<file path="src/rtl/dino_pkg.sv">
// Shared types and constants for the dino game blocks.
// State and obstacle enums, slot bundle, screen width, LFSR seed/taps.
package dino_pkg;

  typedef enum logic [1:0] {
    ST_IDLE    = 2'd0,
    ST_RUN     = 2'd1,
    ST_CRASHED = 2'd2
  } state_e;

  typedef enum logic {
    OBS_CACTUS = 1'b0,
    OBS_BIRD   = 1'b1
  } obs_kind_e;

  localparam int SCREEN_W = 64;
  localparam int X_W      = 6;

  localparam logic [7:0] LFSR_SEED = 8'hA5;
  // Feedback taps at bits 7, 5, 4, 3.
  localparam logic [7:0] LFSR_TAPS = 8'hB8;

  typedef struct packed {
    logic           valid;
    logic [X_W-1:0] x;
    obs_kind_e      kind;
  } slot_t;

  function automatic logic lfsr_fb(input logic [7:0] l);
    return ^(l & LFSR_TAPS);
  endfunction

endpackage

</file>
<file path="src/rtl/lfsr8.sv">
// 8-bit Fibonacci LFSR, shifts left, advances when advance is high.
// Ports: clk, reset (sync, active-high), advance, value[7:0].
module lfsr8
  import dino_pkg::*;
(
  input  logic       clk,
  input  logic       reset,
  input  logic       advance,
  output logic [7:0] value
);

  logic [7:0] value_q;
  logic [7:0] value_d;

  always_comb begin
    value_d = value_q;
    if (advance) begin
      value_d = {value_q[6:0], lfsr_fb(value_q)};
    end
  end

  always_ff @(posedge clk) begin
    if (reset) begin
      value_q <= LFSR_SEED;
    end else begin
      value_q <= value_d;
    end
  end

  assign value = value_q;

endmodule

</file>
<file path="src/rtl/obstacle_field.sv">
// Obstacle spawner, scroller, collision detector and score keeper.
// Ports: clk, reset (sync, active-high), game_tick, game_start_pulse,
//   player_position[5:0], ducking -> crash, obs_valid[1:0],
//   obs_x[11:0] ({slot1,slot0}), obs_type[1:0], score[7:0].
// Macro OBSTACLE_BIRD_EN enables bird spawns and the bird hit rule.
module obstacle_field
  import dino_pkg::*;
#(
  parameter int PLAYER_X = 8,
  parameter int PLAYER_H = 10,
  parameter int CACTUS_H = 6,
  parameter int BIRD_LO  = 8,
  parameter int MIN_GAP  = 12
) (
  input  logic        clk,
  input  logic        reset,
  input  logic        game_tick,
  input  logic        game_start_pulse,
  input  logic [5:0]  player_position,
  input  logic        ducking,
  output logic        crash,
  output logic [1:0]  obs_valid,
  output logic [11:0] obs_x,
  output logic [1:0]  obs_type,
  output logic [7:0]  score
);

  localparam logic [X_W-1:0] X_MAX = X_W'(SCREEN_W - 1);

  state_e         state_q, state_d;
  slot_t          slot_q [2];
  slot_t          slot_d [2];
  logic [7:0]     score_q, score_d;
  logic           crash_q, crash_d;
  logic [X_W-1:0] gap_q, gap_d;

  logic           lfsr_adv;
  logic [7:0]     lfsr;

  lfsr8 u_lfsr (
    .clk     (clk),
    .reset   (reset),
    .advance (lfsr_adv),
    .value   (lfsr)
  );

  // Vertical overlap terms, 7 bits wide so sums never wrap.
  logic [6:0] pos7;
  logic       cactus_v;

  assign pos7     = {1'b0, player_position};
  assign cactus_v = pos7 < 7'(CACTUS_H);

  obs_kind_e spawn_kind;
  logic      unused_sink;

`ifdef OBSTACLE_BIRD_EN
  logic [6:0] h7;
  logic       bird_v;

  assign h7 = ducking ? 7'(PLAYER_H / 2) : 7'(PLAYER_H);
  // Player rows pos..pos+h-1 meet bird rows BIRD_LO..BIRD_LO+5.
  assign bird_v = (pos7 <= 7'(BIRD_LO + 5)) &&
                  ((pos7 + h7) > 7'(BIRD_LO));
  assign spawn_kind  = obs_kind_e'(lfsr[0]);
  assign unused_sink = ^lfsr[7:5];
`else
  assign spawn_kind  = OBS_CACTUS;
  assign unused_sink = ^{lfsr[7:5], lfsr[0], ducking};
`endif

  logic [1:0] hit_s;
  logic       hit;

  always_comb begin
    hit_s = '0;
    for (int s = 0; s < 2; s++) begin
      if (slot_q[s].valid &&
          slot_q[s].x >= X_W'(PLAYER_X) &&
          slot_q[s].x <= X_W'(PLAYER_X + 3)) begin
`ifdef OBSTACLE_BIRD_EN
        hit_s[s] = (slot_q[s].kind == OBS_BIRD) ? bird_v : cactus_v;
`else
        hit_s[s] = cactus_v;
`endif
      end
    end
  end

  assign hit = |hit_s;

  slot_t          spawn_slot;
  logic [X_W-1:0] gap_reload;

  assign spawn_slot = '{valid: 1'b1, x: X_MAX, kind: spawn_kind};
  assign gap_reload = X_W'(MIN_GAP) + {2'b00, lfsr[4:1]};

  always_comb begin
    state_d  = state_q;
    slot_d   = slot_q;
    score_d  = score_q;
    crash_d  = crash_q;
    gap_d    = gap_q;
    lfsr_adv = 1'b0;

    if (game_start_pulse) begin
      state_d = ST_RUN;
      slot_d  = '{default: '0};
      score_d = '0;
      crash_d = 1'b0;
      gap_d   = X_W'(MIN_GAP);
    end else if (state_q == ST_RUN) begin
      if (hit) begin
        // Overlap freezes the field; a tick this cycle is dropped.
        state_d = ST_CRASHED;
        crash_d = 1'b1;
      end else if (game_tick) begin
        lfsr_adv = 1'b1;
        for (int s = 0; s < 2; s++) begin
          if (slot_q[s].valid) begin
            if (slot_q[s].x == '0) begin
              slot_d[s] = '0;
              if (score_d != 8'hFF) begin
                score_d = score_d + 8'd1;
              end
            end else begin
              slot_d[s].x = slot_q[s].x - 1'b1;
            end
          end
        end
        // Free slots are judged on registered valids, so a slot
        // wrapping this tick is only reusable next tick.
        if (gap_q == '0) begin
          if (!slot_q[0].valid) begin
            slot_d[0] = spawn_slot;
            gap_d     = gap_reload;
          end else if (!slot_q[1].valid) begin
            slot_d[1] = spawn_slot;
            gap_d     = gap_reload;
          end
        end else begin
          gap_d = gap_q - 1'b1;
        end
      end
    end
  end

  always_ff @(posedge clk) begin
    if (reset) begin
      state_q <= ST_IDLE;
      score_q <= '0;
      crash_q <= 1'b0;
      gap_q   <= '0;
      for (int s = 0; s < 2; s++) begin
        slot_q[s] <= '0;
      end
    end else begin
      state_q <= state_d;
      score_q <= score_d;
      crash_q <= crash_d;
      gap_q   <= gap_d;
      for (int s = 0; s < 2; s++) begin
        slot_q[s] <= slot_d[s];
      end
    end
  end

  assign crash     = crash_q;
  assign obs_valid = {slot_q[1].valid, slot_q[0].valid};
  assign obs_x     = {slot_q[1].x, slot_q[0].x};
  assign obs_type  = {slot_q[1].kind, slot_q[0].kind};
  assign score     = score_q;

endmodule

</file>
<file path="config.mk">
export PLATFORM = sky130hd
export DESIGN_NAME = obstacle_field
export DESIGN_NICKNAME = d
export VERILOG_FILES = /design/src/rtl/dino_pkg.sv /design/src/rtl/lfsr8.sv /design/src/rtl/obstacle_field.sv
export SDC_FILE = /design/constraint.sdc
export NUM_CORES = 1
export LEC_CHECK = 0
export CAP_MARGIN = 25
export CELL_PAD_IN_SITES_DETAIL_PLACEMENT = 1
export CELL_PAD_IN_SITES_GLOBAL_PLACEMENT = 1
export CORE_ASPECT_RATIO = 0.7
export CORE_MARGIN = 2
export CORE_UTILIZATION = 40
export CTS_CLUSTER_SIZE = 16
export DETAILED_ROUTE_END_ITERATION = 8
export PLACE_DENSITY_LB_ADDON = 0.1
export SLEW_MARGIN = 0
export SYNTH_ARGS = -nofsm -noshare
export SYNTH_HDL_FRONTEND = slang
export SYNTH_SLANG_ARGS = --single-unit
</file>
<file path="constraint.sdc">
create_clock -name clk -period 3.6 [get_ports clk]
set_clock_uncertainty 0.05 [all_clocks]
set_input_delay 1.08 -clock clk [delete_from_list [all_inputs] [get_ports clk]]
set_output_delay 1.08 -clock clk [all_outputs]
set_load 0.1 [all_outputs]
</file>
==> results of run 1 <==
[layer usage]
layer	up-vias	track usage, %
li1	1315	-
met5	-	0
met3	5	4.249
met1	1316	34.21
met4	0	5.023
met2	44	33.41
[cell type report]
class,instances,area [um^2]
fill,809,3186
multi-input combinational,269,1663
sequential,40,800.8
timing repair buffer,44,350.3
tap,78,97.59
clock buffer,5,68.82
inverter,10,37.54
clock inverter,2,12.51
[state kept, by name, summed over array words and instances (netlist names)]
name / flops
score: 8
gap_q: 6
obs_x: 12
crash: 1
u_lfsr.value: 8
obs_valid: 2
state_q: 1
obs_type: 2
[worst paths after layout]
check / slack, ns / to / start
max: 0.31 / score[7]$_SDFFE_PP0P_ / score[1]$_SDFFE_PP0P_
min: 0.41 / u_lfsr.value[1]$_SDFFE_PP0P_ / u_lfsr.value[0]$_SDFFE_PP1P_
min reg2reg: 0.41 / u_lfsr.value[1]$_SDFFE_PP0P_ / u_lfsr.value[0]$_SDFFE_PP1P_
max reg2reg: 0.31 / score[7]$_SDFFE_PP0P_ / score[1]$_SDFFE_PP0P_
[through the flow]
step	instances	setup WS (ns)	cell area [um^2]
2_1_floorplan	339	0.04237	2577
3_3_place_gp	441	0.4119	2949
3_5_place_dp	441	0.2242	2949
4_1_cts	448	0.3203	3030
5_1_grt	448	0.1115	3030
6_report	448	0.3127	3030
[cells in the final DEF (no fill, tap or decap), drive strengths merged, types with 8 or more instances in the layout]
| cell | n |
|---|---|
| nor2 | 36 |
| buf | 36 |
| a31oi | 10 |
| and3 | 8 |
| inv | 10 |
| nor3 | 16 |
| clkdlybuf4s50 | 8 |
| o21ai | 31 |
| a21oi | 25 |
| nand3 | 11 |
| ha | 8 |
| dfxtp | 40 |
| nand2 | 41 |
[power by group through the flow]
| stage | logic (mW) | registers (mW) | clock network (mW) |
|---|---|---|---|
| after floorplan | 0.0733 | 0.482 | 0 |
| after global placement | 0.122 | 0.470 | 0 |
| after detailed placement | 0.125 | 0.471 | 0 |
| after CTS | 0.125 | 0.460 | 0.314 |
| after global routing | 0.139 | 0.462 | 0.325 |
| final | 0.125 | 0.460 | 0.305 |
[cells by family after synthesis]
kind of cell    count (synthesis)
simple gates                  145
compound gates                106
flops                          40
buf+inv                        30
fa+ha+maj                       8
xor+xnor                        6
mux                             4
[critical path, delay by kind of cell, from the launching register on]
| kind | cells | cell delay, ns |
|---|---|---|
| buf+inv | 1 | 0.06 |
| fa+ha+maj | 2 | 0.52 |
| mux | 1 | 0.27 |
| compound gates | 4 | 1.38 |
| simple gates | 4 | 0.45 |
| flops | 1 | 0.45 |
==> impl_metrics.csv, run 1 <==
group,metric,value,unit
critical_path,end_kind,"flip-flop",
critical_path,slowest_stage,"o211ai_1",
pwr,totalPowerFinal,0.8900,mW
logic_synthesis,synthSimpleGateAreaFrac,28.69,%
global_routing,track_usage,22.62,%
logic_synthesis,syn_inst,339,
sta,holdWs,0.4098,ns
critical_path,rr_worst_depth,12,
min_path,hold_class,"reg2reg",
sta,finalSetupViolations,0,
layout,n_antenna_cell,0,
clock_network,clock_sinks,40,
clock_network,cts_setup_buffers,0,
logic_synthesis,synthesis.area,0.002577,mm^2
logic_synthesis,yosys-top-cells-area,"dfxtp_1, nand2_1, o21ai_0, nor2_1, a21oi_1",
pwr,switching_share,29.56,%
min_path,min_path_cells,2,
logic_synthesis,synth_top_area_share,31.07,%
sta,period_needed,3.287,ns
critical_path,path_cells,"ha_1, nand3_1, o211ai_1, nand2_1, nand2_1, ha_1, inv_1, a311o_1, o211ai_1, nor2_1, mux2_4, a2111oi_4",
detailed_routing,vias,2680,
pwr,pwr-share-seq,51.7,%
floorplanning,die_w,99.95,um
sta,worstMarginPinSlew,0.8276,ns
clock_network,clockBufferDepth,2,
layout,final_layout_size_suffix_gt1_share,15.14,%
pwr,p_clk_share,34.3,%
sta,max_freq,304.2,MHz
layout,utilization,48.75,%
clock_network,post_cts_resized,0,
logic_synthesis,synth_seq_cells,40,
clock_network,clkSlewWorstSetupHoldPaths,0.09,ns
detailed_routing,topRoutingLayerUsed,"met4",
clock_network,cts_tree,"built",
detailed_routing,drc,0,
floorplanning,io_pins,36,
clock_network,htree_levels,2,
layout,fin_nets,389,
clock_network,cts_hold_buf,0,
detailed_routing,first_pass_iters,4,
logic_synthesis,synth_largest_area_cell,"dfxtp_1",
floorplanning,start_util,41.47,%
sta,grt_setup_unrepaired,"false",
placement,dpl.hpwl,5788,um
critical_path,max_stage_delay,0.58,ns
logic_synthesis,ys_seq_area_share,31.07,%
logic_synthesis,syn_nets,358,
global_routing,antenna_found_initial,0,
critical_path,critical_path_class,"reg2reg",
global_routing,grt_max_degree,39,
pwr,p_int,0.6269,mW
detailed_routing,drtIter0Drc,90,
global_routing,grt_pass1_vias,2529,
placement,gp_congestion,0.7932,
critical_path,cp-start-kind,"flip-flop",
detailed_routing,wl,7855,um
global_routing,overflow,0,
pwr,power.leakage,1.120,nW
sta,hold_viol,0,
logic_synthesis,synthXorXnorAreaFrac,2.039,%
pwr,pwr_density_cell,293.7,mW/mm^2
critical_path,critPathArrivalTime,3.45,ns
logic_synthesis,yosysWarnings,0,
clock_network,clock-root-buffer,"clkbuf_8",
floorplanning,die_area,0.007112,mm^2
detailed_routing,wl_met1,4065,um
detailed_routing,viasPerCell,5.982,
logic_synthesis,synth_compound_gate_area_share,27.91,%
critical_path,cp_data_required_time,3.76,ns
placement,portBuffers,33,
detailed_routing,ant_nets,0,
logic_synthesis,yosys-top-cells-count,"dfxtp_1, nand2_1, nor2_1",
logic_synthesis,synth_area_per_cell,7.603,um^2
logic_synthesis,yosysUniqueCellTypes,61,
layout,area_growth,17.57,%
pwr,p_sw,0.2631,mW
status,status,"finished clean",
sta,slew_headroom,44.57,%
detailed_routing,wl_met3,242,um
sta,maxSlewViolCount,0,
logic_synthesis,ys_async_sr_fraction,0,%
pwr,combPwrFrac,14.0,%
logic_synthesis,dominantRegCellSynth,"dfxtp_1",
logic_synthesis,synth_mux_area_share,1.748,%
floorplanning,dieHeight,71.16,um
sta,tns,0,ns
global_routing,grt_pass1_wl,12910,um
logic_synthesis,synth_top_family_by_area,"simple AND/OR/NAND/NOR gates",
floorplanning,design.core.area,0.006216,mm^2
job,maxCapViolations,0,
clock_network,cts_made_buffers,5,
logic_synthesis,synth_edf_count,0,
sta,min_period_over_period,91.31,%
pwr,peakVddDrop,0.1355,mV
clock_network,clk_latency,0.31,ns
critical_path,crit_path_max_fanout,7,
detailed_routing,wl_per_cell,17.53,um
logic_synthesis,synthAdderAreaFrac,3.883,%
detailed_routing,dr_wl_met2,3511,um
floorplanning,rows,24,
Note: power is estimated with default switching activity, not from simulation.
==> run 2, diff against run 1 <==
Settings changed: CORE_UTILIZATION 40 to 41, CTS_BUF_LIST from default to sky130_fd_sc_hd__clkbuf_8, SLEW_MARGIN 0 to default.
==> run 2 against run 1 <==
Against the previous run: power rose by 13%; non-clock buffer count rose by 3; first-iteration DRC count rose by 42%; critical endpoint unchanged; highest routed layer unchanged.
==> impl_metrics.csv, run 2 (synthesis results as in run 1) <==
group,metric,value,unit
status,status,"finished clean",
sta,hold_viol,0,
sta,worstMarginPinSlew,0.7758,ns
detailed_routing,ant_nets,0,
clock_network,cts_tree,"built",
clock_network,clock-root-buffer,"clkbuf_8",
clock_network,clock_sinks,40,
sta,holdWs,0.4097,ns
global_routing,antenna_found_initial,0,
critical_path,cp-start-kind,"flip-flop",
detailed_routing,wl_met3,359,um
layout,largest_reg_flops,12,
job,maxCapViolations,0,
floorplanning,design.core.area,0.006156,mm^2
floorplanning,io_pins,36,
clock_network,cts_made_buffers,5,
floorplanning,dieHeight,70.34,um
placement,place_ws,0.3332,ns
placement,portBuffers,33,
placement,gp_congestion,0.8655,
layout,multi_input_area,0.001669,mm^2
sta,period_needed,3.161,ns
global_routing,track_usage,23.19,%
layout,regArea,800.8,um^2
clock_network,clk_latency,0.30,ns
pwr,power.leakage,1.164,nW
clock_network,clkSlewWorstSetupHoldPaths,0.09,ns
global_routing,grt_max_degree,29,
detailed_routing,wl,7740,um
detailed_routing,drc,0,
detailed_routing,topRoutingLayerUsed,"met4",
sta,max_freq,316.4,MHz
min_path,hold_class,"reg2reg",
layout,utilization,50.43,%
layout,fin_nets,392,
floorplanning,start_util,41.87,%
global_routing,grt_pass1_vias,2564,
critical_path,critPathArrivalTime,3.32,ns
clock_network,htree_levels,2,
layout,final_cell_mix,"nand2_1, dfxtp_1, buf_4, nor2_1, o21ai_0",
detailed_routing,first_pass_iters,4,
pwr,totalPowerFinal,1.004,mW
placement,dpl.hpwl,5633,um
sta,tns,0,ns
floorplanning,die_area,0.006947,mm^2
detailed_routing,dr_wl_met2,3438,um
pwr,pwr_density_cell,323.5,mW/mm^2
sta,maxSlewViolCount,0,
critical_path,cp_data_required_time,3.76,ns
sta,grt_setup_unrepaired,"false",
sta,min_period_over_period,87.80,%
pwr,peakVddDrop,0.1338,mV
detailed_routing,drtIter0Drc,128,
detailed_routing,wl_met1,3850,um
floorplanning,die_w,98.77,um
clock_network,clockBufferDepth,2,
global_routing,grt_pass1_wl,12990,um
critical_path,end_kind,"flip-flop",
floorplanning,rows,24,
sta,finalSetupViolations,0,
clock_network,cts_setup_buffers,0,
layout,fill_cells,793,
critical_path,critical_path_class,"reg2reg",
layout,final_layout_size_suffix_gt1_share,16.31,%
critical_path,crit_path_max_fanout,7,
detailed_routing,viasPerCell,5.861,
layout,n_antenna_cell,0,
layout,area_growth,20.44,%
sta,slew_headroom,48.04,%
global_routing,overflow,0,
sta,worst_slack,0.4392,ns
detailed_routing,wl_per_cell,17.12,um
detailed_routing,vias,2649,
==> run 2: cell types whose count changed in the layout (fill, tap and decap cells not counted) <==
cell        delta
clkbuf_8       +2
nor4b_2        +1
clkinvlp_4     -1
buf_4          +3
clkinv_2       -1
nor4b_1        -1
bufinv_16      +1
==> run 2: per-stage QoR <==
step	instances	instance area, um^2
2_1_floorplan	339	2577
3_3_place_gp	444	2972
3_5_place_dp	444	2972
4_1_cts	452	3098
5_1_grt	452	3104
6_report	452	3104
==> run 2: area by class of cell <==
cell class              instances  share of cell area, %
inverters                      10                  1.209
repair buffers                 47                  12.01
multi-input cells             269                  53.77
well taps                      78                  3.144
clock inverters                 1                 0.9674
clock buffers                   7                  3.104
flip-flops and latches         40                  25.80
==> run 2: routing by layer <==
layer  vias to the layer above  track usage (%)
met4                         0            5.936
met2                        48            36.34
met5                         -                0
met1                      1276            33.09
li1                       1315                -
met3                        10            3.804
==> run 2: worst paths after layout <==
path	startpoint	to	slack, ns	cells after the start
hold reg to reg	u_lfsr.value[6]$_SDFFE_PP0P_	u_lfsr.value[6]$_SDFFE_PP0P_	0.41	2
hold / removal	u_lfsr.value[6]$_SDFFE_PP0P_	u_lfsr.value[6]$_SDFFE_PP0P_	0.41	2
setup / recovery	score[1]$_SDFFE_PP0P_	score[7]$_SDFFE_PP0P_	0.44	12
setup reg to reg	score[1]$_SDFFE_PP0P_	score[7]$_SDFFE_PP0P_	0.44	12
==> run 2: timing repair <==
action                     in CTS  in global routing
hold endpoints to repair        0                  0
setup endpoints to repair       0                  1
hold buffers                    0                  0
resized for setup               0                  1
==> run 2: report_power, final <==
group	leakage, nW	internal, mW	total, mW	switching, mW
Combinational	0.775	0.0452	0.127	0.0821
Sequential	0.324	0.451	0.461	0.00941
Clock	0.0645	0.245	0.416	0.171
==> run 2: critical path, stage by stage (launching register included) <==
cell       delay (ns)
dfxtp_1          0.44
ha_1             0.23
nand3_1          0.16
o211ai_1         0.58
nand2_1          0.12
nand2_1          0.12
ha_1             0.19
inv_1            0.04
a311o_1          0.35
o211ai_1         0.14
nor2_1           0.06
mux2_4           0.27
a2111oi_4        0.31
==> run 3, diff against run 2 <==
Settings changed: ABC_AREA from default to 1.
==> run 3 against run 2 <==
Against the previous run: setup slack improved by 0.37 ns; hold slack better by 0.0068 ns; register-to-register slack gained 0.52 ns; synthesized cell count up 6.8%; critical path type is now in2reg; fmax rose by 13%; non-clock buffer count down 9; cell area decreased by 1.3%.
==> impl_metrics.csv, run 3 <==
group,metric,value,unit
status,status,"finished clean",
detailed_routing,topRoutingLayerUsed,"met4",
logic_synthesis,synth_top_family_by_area,"simple AND/OR/NAND/NOR gates",
clock_network,clockBufferDepth,2,
detailed_routing,first_pass_iters,4,
detailed_routing,wl_met3,191,um
critical_path,max_stage_delay,0.41,ns
min_path,worst_hold_startpoint,"obs_type[0]$_SDFFE_PP0P_",
layout,largest_reg_flops,12,
detailed_routing,wl_per_cell,14.91,um
floorplanning,design.core.area,0.006186,mm^2
detailed_routing,drc,0,
critical_path,slowest_stage,"clkdlybuf4s50_1",
global_routing,track_usage,21.33,%
logic_synthesis,synthesis.area,0.002595,mm^2
sta,worstMarginPinSlew,0.5717,ns
logic_synthesis,yosys-top-cells-area,"dfxtp_1, nand2_1, inv_1, a21oi_1, nand3_1",
critical_path,reg2reg_setup_slack,0.96,ns
placement,dpl.hpwl,5334,um
critical_path,regToRegStartpoint,"score[0]$_SDFFE_PP0P_",
logic_synthesis,yosysWarnings,0,
logic_synthesis,synth_compound_gate_area_share,17.02,%
clock_network,clk_latency,0.30,ns
logic_synthesis,syn_inst,362,
sta,period_needed,2.792,ns
clock_network,post_cts_resized,0,
sta,finalSetupViolations,0,
layout,area_growth,18.03,%
layout,fin_nets,419,
sta,grt_setup_unrepaired,"false",
detailed_routing,drtIter0Drc,101,
pwr,p_sw,0.2997,mW
sta,hold_viol,0,
pwr,power.leakage,1.312,nW
pwr,pwr_density_cell,312.6,mW/mm^2
logic_synthesis,synth_seq_cells,40,
sta,maxSlewViolCount,0,
global_routing,grt_pass1_vias,2444,
clock_network,cts_setup_buffers,0,
detailed_routing,wl,7144,um
detailed_routing,vias,2509,
detailed_routing,viasPerCell,5.238,
floorplanning,dieHeight,70.56,um
pwr,p_clk_share,34.7,%
sta,tns,0,ns
clock_network,htree_levels,2,
clock_network,clkSlewWorstSetupHoldPaths,0.08,ns
critical_path,cp_top_family,"simple AND/OR/NAND/NOR gates",
logic_synthesis,yosysUniqueCellTypes,45,
pwr,switching_share,31.30,%
logic_synthesis,synth_edf_count,0,
floorplanning,die_w,99.09,um
logic_synthesis,synthXorXnorAreaFrac,4.436,%
clock_network,clock-root-buffer,"clkbuf_8",
logic_synthesis,synthAdderAreaFrac,3.857,%
logic_synthesis,syn_nets,381,
critical_path,rr_worst_depth,12,
logic_synthesis,yosys-top-cells-count,"nand2_1, inv_1, dfxtp_1",
pwr,p_int,0.6578,mW
placement,gp_congestion,0.7966,
global_routing,overflow,0,
clock_network,clock_sinks,40,
critical_path,crit_path_max_fanout,16,
min_path,hold_class,"reg2reg",
floorplanning,io_pins,36,
clock_network,cts_hold_buf,0,
job,maxCapViolations,0,
logic_synthesis,ys_async_sr_fraction,0,%
layout,layout_commonest_cell,"nand2_1",
floorplanning,rows,24,
sta,slew_headroom,61.84,%
layout,final_layout_size_suffix_gt1_share,20.95,%
critical_path,cp_data_required_time,3.73,ns
critical_path,critPathArrivalTime,2.92,ns
sta,max_freq,358.1,MHz
global_routing,grt_pass1_wl,12140,um
critical_path,rr_endpoint,"score[0]$_SDFFE_PP0P_",
critical_path,critPathBufInv,3,
critical_path,critical_path_class,"in2reg",
critical_path,crit_top_cell,"nand2_1",
logic_synthesis,synth_top_area_share,30.86,%
critical_path,cp-start-kind,"primary input",
logic_synthesis,synth_mux_area_share,0,%
floorplanning,die_area,0.006992,mm^2
global_routing,grt_max_degree,17,
clock_network,cts_made_buffers,5,
min_path,min_path_cells,2,
pwr,combPwrFrac,16.5,%
min_path,min_to,"obs_type[0]$_SDFFE_PP0P_",
global_routing,antenna_found_initial,0,
logic_synthesis,synthSimpleGateAreaFrac,35.00,%
detailed_routing,dr_wl_met2,3124,um
sta,min_period_over_period,77.56,%
critical_path,end_kind,"flip-flop",
logic_synthesis,synth_area_per_cell,7.168,um^2
clock_network,cts_tree,"built",
layout,utilization,49.51,%
logic_synthesis,synth_largest_area_cell,"dfxtp_1",
logic_synthesis,ys_seq_area_share,30.86,%
pwr,peakVddDrop,0.1324,mV
floorplanning,start_util,41.95,%
critical_path,path_cells,"clkdlybuf4s50_1, nor4_1, nand2_1, nand3_2, inv_2, buf_4, nand2_1, nand2_1, o21ai_0, nor2_1",
pwr,pwr-share-seq,48.8,%
placement,portBuffers,33,
layout,final_cell_mix,"nand2_1, inv_1, dfxtp_1, a21oi_1, buf_4",
detailed_routing,wl_met1,3793,um
logic_synthesis,dominantRegCellSynth,"dfxtp_1",
logic_synthesis,synth.most_common_cell,"nand2_1",
layout,n_antenna_cell,0,
detailed_routing,ant_nets,0,
==> run 3: cells by family (layout without fill, tap and decap cells) <==
| family | Yosys count | count (layout) |
|---|---|---|
| AND/OR/NAND/NOR | 166 | 166 |
| adder cells (fa/ha/maj) | 8 | 8 |
| XOR/XNOR | 11 | 11 |
| buffers and inverters | 59 | 98 |
| flip-flops | 40 | 40 |
| AO/OA/AOI/OAI | 78 | 78 |
==> run 3: area by class of cell <==
cell class                 instances  area, um^2
clock buffer                       6       82.58
clock inverter                     2       15.01
fill                             826        3123
inverter                          52       196.4
multi-input combinational        263        1565
sequential                        40       800.8
tap                               78       97.59
timing repair buffer              38       305.3
==> run 3: per-layer routing <==
layer  up-vias  GRT usage (%)
li1       1275              -
met1      1201          31.58
met2        28          33.48
met3         5          3.557
met4         0          3.196
met5         -              0
==> run 3: worst max-delay path by stage <==
| stage | start | end | slack, ns | depth (start not counted) |
|---|---|---|---|---|
| after floorplan | score[0]$_SDFFE_PP0P_ | score[0]$_SDFFE_PP0P_ | 0.50 | 12 |
| after global placement | player_position[5] | obs_x[1]$_SDFFE_PP0P_ | 0.66 | 10 |
| after detailed placement | player_position[1] | u_lfsr.value[1]$_SDFFE_PP0P_ | 0.59 | 11 |
| after CTS | player_position[5] | obs_x[1]$_SDFFE_PP0P_ | 0.83 | 10 |
| after global routing | player_position[1] | obs_x[1]$_SDFFE_PP0P_ | 0.56 | 12 |
| final | player_position[5] | obs_x[1]$_SDFFE_PP0P_ | 0.81 | 10 |
==> run 3: power by group through the flow <==
stage	Sequential [mW]	Clock, mW	Combinational, mW
after floorplan	0.506	0	0.0827
after global placement	0.477	0	0.154
after detailed placement	0.478	0	0.158
after CTS	0.467	0.337	0.159
after global routing	0.470	0.357	0.175
final	0.467	0.332	0.158
==> run 3: metrics by stage <==
| stage | cells | hold slack (ns) | setup slack [ns] | power (mW) | area, um^2 |
|---|---|---|---|---|---|
| global placement | 471 | 0.3881 | 0.6576 | 0.6316 | 2965 |
| finish | 479 | 0.4165 | 0.8079 | 0.9575 | 3063 |
| detailed placement | 471 | 0.4042 | 0.5948 | 0.6352 | 2965 |
| floorplan | 362 | 0.3736 | 0.4985 | 0.5890 | 2595 |
| CTS | 479 | 0.4142 | 0.8326 | 0.9630 | 3063 |
| global route | 479 | 0.4279 | 0.5595 | 1.002 | 3063 |
==> run 3: worst reg2reg max path, delay by kind of cell (launching register included) <==
kind | cells | cell delay [ns]
AO/OA/AOI/OAI | 2 | 0.28
XOR/XNOR | 1 | 0.14
adder cells (fa/ha/maj) | 2 | 0.52
flip-flops | 1 | 0.51
AND/OR/NAND/NOR | 7 | 1.01
